$ cat src/rtl/clk_div_pkg.sv
// Shared types and constants for the clk_div_ctrl slice: FSM states, rate table,
// half-period helper and default counter width.
package clk_div_pkg;

    typedef enum logic [1:0] {
        STOP  = 2'd0,
        RUN   = 2'd1,
        DRAIN = 2'd2
    } state_t;

    localparam int unsigned RATE0_HZ      = 1000;
    localparam int unsigned RATE1_HZ      = 500;
    localparam int unsigned RATE2_HZ      = 100;
    localparam int unsigned RATE3_HZ      = 10;
    localparam int unsigned DEFAULT_CNT_W = 17;

    // Clock cycles per half period of the divided output.
    function automatic int unsigned half_cnt(input int unsigned clk_in_freq,
                                             input int unsigned rate);
        return clk_in_freq / (2 * rate);
    endfunction

endpackage

$ cat src/rtl/clk_div_core.sv
// Half-period counter and clk_out toggle flop; boundary flags the terminal count
// of the high phase, i.e. the falling edge that completes a full period.
module clk_div_core
    import clk_div_pkg::*;
#(
    parameter int unsigned CNT_W = DEFAULT_CNT_W
) (
    input  logic             clk_in,
    input  logic             rst,
    input  logic             load,
    input  logic [CNT_W-1:0] half,
    input  logic             run,
    output logic             clk_out,
    output logic             boundary
);

    logic [CNT_W-1:0] r_cnt;
    logic             r_clk;
    logic             w_term;

    assign w_term   = (r_cnt == half - CNT_W'(1));
    assign boundary = run & w_term & r_clk;
    assign clk_out  = r_clk;

    always_ff @(posedge clk_in or posedge rst) begin
        if (rst) begin
            r_cnt <= '0;
            r_clk <= 1'b0;
        end else if (!run) begin
            r_cnt <= '0;
            r_clk <= 1'b0;
        end else if (w_term) begin
            r_cnt <= '0;
            r_clk <= ~r_clk;
        end else if (load) begin
            r_cnt <= '0;
        end else begin
            r_cnt <= r_cnt + CNT_W'(1);
        end
    end

endmodule

$ cat src/rtl/clk_div_ctrl.sv
// Run/stop FSM, glitch-free rate-change req/ack handshake and tick around clk_div_core.
// Define CLK_DIV_CTRL_TICK_EN to generate tick; otherwise tick is tied low.
module clk_div_ctrl
    import clk_div_pkg::*;
#(
    parameter int unsigned CLK_IN_FREQ = 1_000_000,
    parameter int unsigned CNT_W       = DEFAULT_CNT_W
) (
    input  logic       clk_in,
    input  logic       rst,
    input  logic       en,
    input  logic [1:0] rate_sel,
    input  logic       req,
    output logic       busy,
    output logic       ack,
    output logic [1:0] cur_rate,
    output logic       clk_out,
    output logic       tick
);

    localparam logic [CNT_W-1:0] HALF0 = CNT_W'(half_cnt(CLK_IN_FREQ, RATE0_HZ));
    localparam logic [CNT_W-1:0] HALF1 = CNT_W'(half_cnt(CLK_IN_FREQ, RATE1_HZ));
    localparam logic [CNT_W-1:0] HALF2 = CNT_W'(half_cnt(CLK_IN_FREQ, RATE2_HZ));
    localparam logic [CNT_W-1:0] HALF3 = CNT_W'(half_cnt(CLK_IN_FREQ, RATE3_HZ));

    state_t           r_state;
    state_t           w_state_nxt;
    logic             r_busy;
    logic             r_ack;
    logic             r_applied;
    logic [1:0]       r_cur_rate;
    logic [1:0]       r_pend_rate;
    logic [CNT_W-1:0] w_half;
    logic             w_run;
    logic             w_boundary;
    logic             w_clk_out;
    logic             w_accept;
    logic             w_apply;

    always_comb begin
        w_half = HALF0;
        case (r_cur_rate)
            2'd1:    w_half = HALF1;
            2'd2:    w_half = HALF2;
            2'd3:    w_half = HALF3;
            default: w_half = HALF0;
        endcase
    end

    assign w_run = (r_state != STOP);

    clk_div_core #(
        .CNT_W(CNT_W)
    ) u_core (
        .clk_in  (clk_in),
        .rst     (rst),
        .load    (w_apply),
        .half    (w_half),
        .run     (w_run),
        .clk_out (w_clk_out),
        .boundary(w_boundary)
    );

    // Stopped divider applies at once; running divider waits for a full period to end.
    always_comb begin
        w_state_nxt = r_state;
        w_accept    = req & ~r_busy;
        w_apply     = r_busy & ~r_applied & ((r_state == STOP) | w_boundary);
        case (r_state)
            STOP:    if (en) w_state_nxt = RUN;
            RUN:     if (!en) w_state_nxt = DRAIN;
            DRAIN: begin
                if (en)              w_state_nxt = RUN;
                else if (w_boundary) w_state_nxt = STOP;
            end
            default: w_state_nxt = STOP;
        endcase
    end

    always_ff @(posedge clk_in or posedge rst) begin
        if (rst) begin
            r_state     <= STOP;
            r_busy      <= 1'b0;
            r_ack       <= 1'b0;
            r_applied   <= 1'b0;
            r_cur_rate  <= 2'd0;
            r_pend_rate <= 2'd0;
        end else begin
            r_state   <= w_state_nxt;
            r_applied <= w_apply;
            r_ack     <= r_applied;
            if (r_applied)     r_busy <= 1'b0;
            else if (w_accept) r_busy <= 1'b1;
            if (w_accept) r_pend_rate <= rate_sel;
            if (w_apply)  r_cur_rate  <= r_pend_rate;
        end
    end

    assign busy     = r_busy;
    assign ack      = r_ack;
    assign cur_rate = r_cur_rate;
    assign clk_out  = w_clk_out;

`ifdef CLK_DIV_CTRL_TICK_EN
    logic r_clk_q;

    always_ff @(posedge clk_in or posedge rst) begin
        if (rst) r_clk_q <= 1'b0;
        else     r_clk_q <= w_clk_out;
    end

    assign tick = w_clk_out & ~r_clk_q;
`else
    assign tick = 1'b0;
`endif

endmodule

$ cat config.mk
export PLATFORM = sky130hd
export DESIGN_NAME = clk_div_ctrl
export DESIGN_NICKNAME = d
export VERILOG_FILES = /design/src/rtl/clk_div_pkg.sv /design/src/rtl/clk_div_core.sv /design/src/rtl/clk_div_ctrl.sv
export SDC_FILE = /design/constraint.sdc
export NUM_CORES = 1
export LEC_CHECK = 0
export ABC_AREA = 1
export CORE_MARGIN = 4
export CORE_UTILIZATION = 48
export DETAILED_ROUTE_END_ITERATION = 8
export PLACE_DENSITY = 0.67
export SYNTH_ARGS = -nofsm -noshare
export SYNTH_HDL_FRONTEND = slang
export SYNTH_SLANG_ARGS = --single-unit
$ cat constraint.sdc
create_clock -name clk_in -period 4.65 [get_ports clk_in]
set_input_delay 1.1625 -clock clk_in [delete_from_list [all_inputs] [get_ports clk_in]]
set_output_delay 1.1625 -clock clk_in [all_outputs]
set_load 0.005 [all_outputs]
Word-level counts from Yosys, hierarchy flattened

Cells that the tools add are included.

Add/subtract/negate cells: 2
Multiply operators: 0
Div/mod/pow operators: 0
$lt $le $gt $ge: 0
Eq/ne operators: 10
Shifts and indexed selects: 0
Muxes and demuxes: 13
Bitwise operators: 9
Reduce and logical (&&, ||, !) cells: 4

Operators with widths:

| cell                                                                  | count |
|---|---|
| 17-bit 2-to-1 mux                                                     | 3 |
| 16-bit case mux with 3 select lines                                   | 1 |
| 17-bit by 1-bit adder with 17-bit output, second input constant       | 1 |
| 17-bit equality test                                                  | 1 |
| 16-bit by 1-bit subtractor with 17-bit output, second input constant  | 1 |
| 2-bit 2-to-1 mux                                                      | 4 |
| 2-bit equality test, second input constant                            | 3 |
| 2-bit != test, second input constant                                  | 3 |
| 2-bit case mux with 3 select lines                                    | 1 |
| 1-bit bitwise AND                                                     | 5 |
| 2-bit by 1-bit equality test with 1-bit output, second input constant | 2 |
| 1-bit 2-to-1 mux                                                      | 4 |
| 2-bit nonzero test                                                    | 2 |
| 3-bit != test, second input constant                                  | 1 |
| 1-bit inverter                                                        | 3 |
| 3-bit AND reduction                                                   | 1 |
| 2-bit logical NOT                                                     | 1 |
| 1-bit OR                                                              | 1 |

Register bits after elaboration: 27
Bits in latches: 0
Memory bits (writable): 0
Memory bits (read-only): 0
Input bits: 6
Logic and storage cells: 46
Memories: 0

Longest topological paths before layout

Depth after elaboration: 11
Mapped depth: 13
Gate-level depth less buffers: 13

Hierarchy

From an unflattened synthesis, not the netlist that was laid out.

Cells, all modules: 363
Area total of the unflattened synthesis: 2359.8 um2

Modules (own cells, without submodules):

| module       | instances | cells an instance | area each (um2) | seq. area each (um2) |
|---|---|---|---|---|
| clk_div_core | 1         | 309               | 1885.6          | 450.4 |
| clk_div_ctrl | 1         | 54                | 474.2           | 225.2 |

Worst setup path after synthesis

Ideal clock, no wire load.

Kind: input to register
From: input port req
To: register r_pend_rate[0]
Library setup time: 0.125 ns
Arrival time: 1.574 ns
Required time: 4.525 ns
Path slack: 2.951 ns
Stages: 2
Path buffers: 0
Cell sequence: nand2_1 > mux2_2

Word-level cells in the longest chain between the ends: 1

RTL lines:

| item                 | line               | text |
|---|---|---|
| from (decl)          | clk_div_ctrl.sv:13 | `input logic req,` |
| 1-bit bitwise AND    | clk_div_ctrl.sv:67 | `w_accept = req & ~r_busy;` |
| to (signal assigned) | clk_div_ctrl.sv:94 | `if (w_accept) r_pend_rate <= rate_sel;` |
| to (decl)            | clk_div_ctrl.sv:32 | `logic [1:0] r_pend_rate;` |

No other way between the ends.
A chain may end at the register's enable or synchronous reset.

Final worst setup path

From: register r_cur_rate[1], in the netlist cur_rate[1]
To: output port cur_rate[1]

RTL lines:

| item                   | line               | text |
|---|---|---|
| from (decl)            | clk_div_ctrl.sv:31 | `logic [1:0] r_cur_rate;` |
| from (signal assigned) | clk_div_ctrl.sv:95 | `if (w_apply) r_cur_rate <= r_pend_rate;` |
| to (decl)              | clk_div_ctrl.sv:16 | `output logic [1:0] cur_rate,` |

No word-level cell between the ends.

==> results.md <==
- The required time of the critical path is 3.49 ns.
- In this run, post-CTS hold repair placed 0 buffers.
- The worst-path cell with the longest stage delay is sky130_fd_sc_hd__clkdlybuf4s50_1.
- The number of antenna violations at the first check in global routing is 0.
- The die area is 4330 um2.
- The cell family with the largest share of critical-path delay is buffers and inverters.
- The net count of the finished layout is 231.
- The worst-case IR drop observed on VDD is ~0.23 mV.
- The power density over cell area is 352 nW/um2.
- Leaving out fill and tap cells, the most frequent cell in the layout is sky130_fd_sc_hd__nand2_1.
- The launching element of the worst setup path is cur_rate[1].
- Of the synthesized area, sequential elements account for 0.421.
- Routability-driven placement finished with a final weighted congestion of about 0.8.
- The initial standard-cell utilization of the core is 0.513.
- After synthesis the netlist holds a flip-flop and latch count of 27.
- The clock transition at the registers of the reported paths is 0.13 ns.
- The number of cell rows is 20.
- In the layout the commonest cells are sky130_fd_sc_hd__nand2_1 (40), sky130_fd_sc_hd__nor2_1 (37), sky130_fd_sc_hd__inv_1 (31).
- Measured against its own limit, the worst slew margin works out to 0.321.
- The mean cell area of the mapped netlist is between 7 and 8 um2.
- The final sum of negative setup slack is 0 ns.
- For this run, the detailed router's first-pass iteration total came to 5.
- The routed via count divided by cell count is between 4 and 5.
- Summing all non-filler instances in the final layout gives an area of around 1800 um2.
- For this run, the slowest stage of the critical path takes 0.56 ns.
- STA classifies the critical path startpoint as a flop.
- The number of buffers added on ports is 10.
- Buffers added to address setup during post-CTS repair amount to 0.
- The total leakage power is around 0.85 nW.
- Of the post-synthesis cell area, the dominant cell type holds 0.421.
- The endpoint class of the critical path is an output pin.
- After layout, the minimum clock period comes to 2.53 ns.
- After detailed routing, the number of remaining DRC violations is 0.
- The remaining number of nets flagged by the antenna check after routing is 0.
- The origin of the worst min-delay path is r_applied.
- Setup repair after global routing left no endpoint under its margin.
- For this run, the total global-route usage over all layers was measured as 0.162.
- The first global-routing pass estimated 5420 um of wire.
- The TritonCTS clock tree is built.
- Walking the worst path, the cells encountered are clkdlybuf4s50_1.
- The number of global-route vias before repair was 1219.
- Dividing the final minimum period by the clock period gives 0.544.
- The worst slack at placement is 2.22 ns.
- Synthesis produced a netlist with a net count of between 200 and 250.
- The maximum frequency from static timing analysis is 395 MHz.
- The mapped netlist covers approximately 1600 um2.
- Gates resized during post-CTS repair numbered 0.
- The synthesized design contains 0 enable-type register cells.
- The clock reaches the later pin of the worst-skew pair after about 0.32 ns.
- The worst endpoint data arrival time is 1.37 ns.
- Of the cells placed in the final design, the portion with a size suffix greater than 1 is 0.116.
- Yosys printed 0 warnings.
- Dividing the detail-routed wire length by the instance count gives roughly 11 um.
- For this block, the via count after detailed routing is between 1000 and 1500.
- Detailed placement ended at an HPWL of 2300 um.
- The distinct cell type count of the synthesized netlist is 27.
- sky130_fd_sc_hd__dfrtp_1 takes more of the synthesized area than any other cell.
- The startpoint-to-endpoint class of the critical path is flop to output pin.
- After global routing the overflow that remains totals 0.
- The first-iteration detailed-routing DRC count is between 70 and 80.
- The deepest clock path buffer count is 2.
- In the synthesized netlist, the number of instances is a little over 200.
- The combined buffer and inverter count along the critical path is 1.
- In this run the worst hold path is classified as flop to flop.
- The core utilization of the finished layout is 0.565.
- The die is 65.8 um wide.
- The tool flagged a number of max-cap violations equal to 0.
- The setup clock skew after layout is between 0.009 and 0.01 ns.
- The start of the worst register-to-register path is cur_rate[0].
- The fraction of synthesis flops using an asynchronous set or reset pin is 1.00.
- The I/O pin count is 12.
- Sorting the synthesized cells by area gives the leading types as sky130_fd_sc_hd__dfrtp_1 (42%), sky130_fd_sc_hd__nand2_1 (9.4%), sky130_fd_sc_hd__nor2_1 (8.7%), sky130_fd_sc_hd__inv_1 (7.2%), sky130_fd_sc_hd__ha_1 (6.2%).
- Compared with the post-synthesis result, the final layout area differs by 10.1%.
- The total area inside the core boundary comes to roughly 3100 um2.
- The cell area after placement is between 1500 and 2000 um2.
- Clock tree synthesis found a total of 27 sinks.
- The final-report hold violation count is 0.
- The tightest hold margin is around 0.42 ns.
- At the pin with the least slew margin, the transition time is approximately 1.0 ns.
- The number of max-slew violations in the final report is 0.
- The die is 65.8 um tall.
- Across all setup checks in the final design, the least slack found is about 2.1 ns.
- The run finished with clean final reports.
- Entering global routing, the biggest net connects 28 pins.
- The deepest level of the CTS H-tree is 1.
- Among all flip-flop cells after synthesis, the most frequent one is sky130_fd_sc_hd__dfrtp_1.
- The antenna diode count is 0.
- The tree is rooted in a sky130_fd_sc_hd__clkbuf_4.
- The total of endpoints with negative setup slack in the final report is 0.
- The maximum net fanout on the critical path is 7.
- Clock tree synthesis inserted a total of 3 buffers.
- The final layout contains routed wiring with a total length of 2990 um.
-- layer usage --
metal / GRT usage / up-vias / part of all wire
li1: - / 645 / -
met1: 0.215 / 591 / 0.47
met2: 0.270 / 17 / 0.48
met3: 0.0221 / 5 / 0.026
met4: 0.0544 / 0 / 0.017
met5: 0 / - / 0
-- area by class of cell --
class                           count  area (um2)
Clock buffer                        4        26.3
Fill cell                         300        1360
Inverter                           35         131
Multi-Input combinational cell    140         779
Sequential cell                    27         676
Tap cell                           44        55.1
Timing Repair Buffer               10         100
-- kinds of logic after synthesis --
group,count (synthesis),share of synthesized area
simple gates,111,0.328
buf+inv,37,0.0935
flops,27,0.421
compound gates,12,0.0460
fa+ha+maj,8,0.0624
xor+xnor,6,0.0327
mux,2,0.0140
other cells,1,0.00234
-- registers in the layout, indices dropped and copies added, names as in the netlist --
| register | count |
|---|---|
| u_core.r_cnt | 17 |
| cur_rate | 2 |
| r_pend_rate | 2 |
| r_state | 2 |
| ack | 1 |
| busy | 1 |
| r_applied | 1 |
| u_core.clk_out | 1 |
-- Yosys cell counts, types with 2 or more instances --
| cell type | instances |
|---|---|
| sky130_fd_sc_hd__nand2_2 | 2 |
| sky130_fd_sc_hd__nand2_1 | 40 |
| sky130_fd_sc_hd__nand3_1 | 8 |
| sky130_fd_sc_hd__ha_1 | 8 |
| sky130_fd_sc_hd__dfrtp_1 | 27 |
| sky130_fd_sc_hd__nor2_2 | 5 |
| sky130_fd_sc_hd__nor3_2 | 2 |
| sky130_fd_sc_hd__xor2_1 | 5 |
| sky130_fd_sc_hd__a21oi_1 | 3 |
| sky130_fd_sc_hd__nand3_2 | 3 |
| sky130_fd_sc_hd__mux2_2 | 2 |
| sky130_fd_sc_hd__nor2_1 | 37 |
| sky130_fd_sc_hd__nand4_1 | 3 |
| sky130_fd_sc_hd__inv_2 | 4 |
| sky130_fd_sc_hd__inv_1 | 31 |
| sky130_fd_sc_hd__o21ai_0 | 6 |
| sky130_fd_sc_hd__nor3b_1 | 2 |
| sky130_fd_sc_hd__nor3_1 | 6 |
| sky130_fd_sc_hd__o21ai_1 | 2 |
-- final timing paths --
kind	to	slack [ns]	depth (start not counted)
worst max-delay path	cur_rate[1]	2.12	1
worst min-delay path	ack	0.42	0
worst max register to register	u_core.clk_out	2.74	12
worst min register to register	ack	0.42	0
max in group asynchronous	u_core.r_cnt[1]	2.67	2
min in group asynchronous	r_state[0]	1.36	2
-- per-stage QoR --
| stage | total power, mW | std cells |
|---|---|---|
| final | 0.622 | 260 |
| after global routing | 0.681 | 260 |
| after CTS | 0.631 | 260 |
| after floorplan | 0.453 | 204 |
| after detailed placement | 0.529 | 256 |
| after global placement | 0.519 | 256 |
-- power by group --
group | switching, mW | total [mW] | leakage, nW | internal, mW
Combinational | 0.117 | 0.216 | 0.478 | 0.0988
Clock | 0.0657 | 0.0993 | 0.0150 | 0.0336
Sequential | 0.0354 | 0.307 | 0.358 | 0.271
Note: power is estimated with default switching activity, not from simulation.
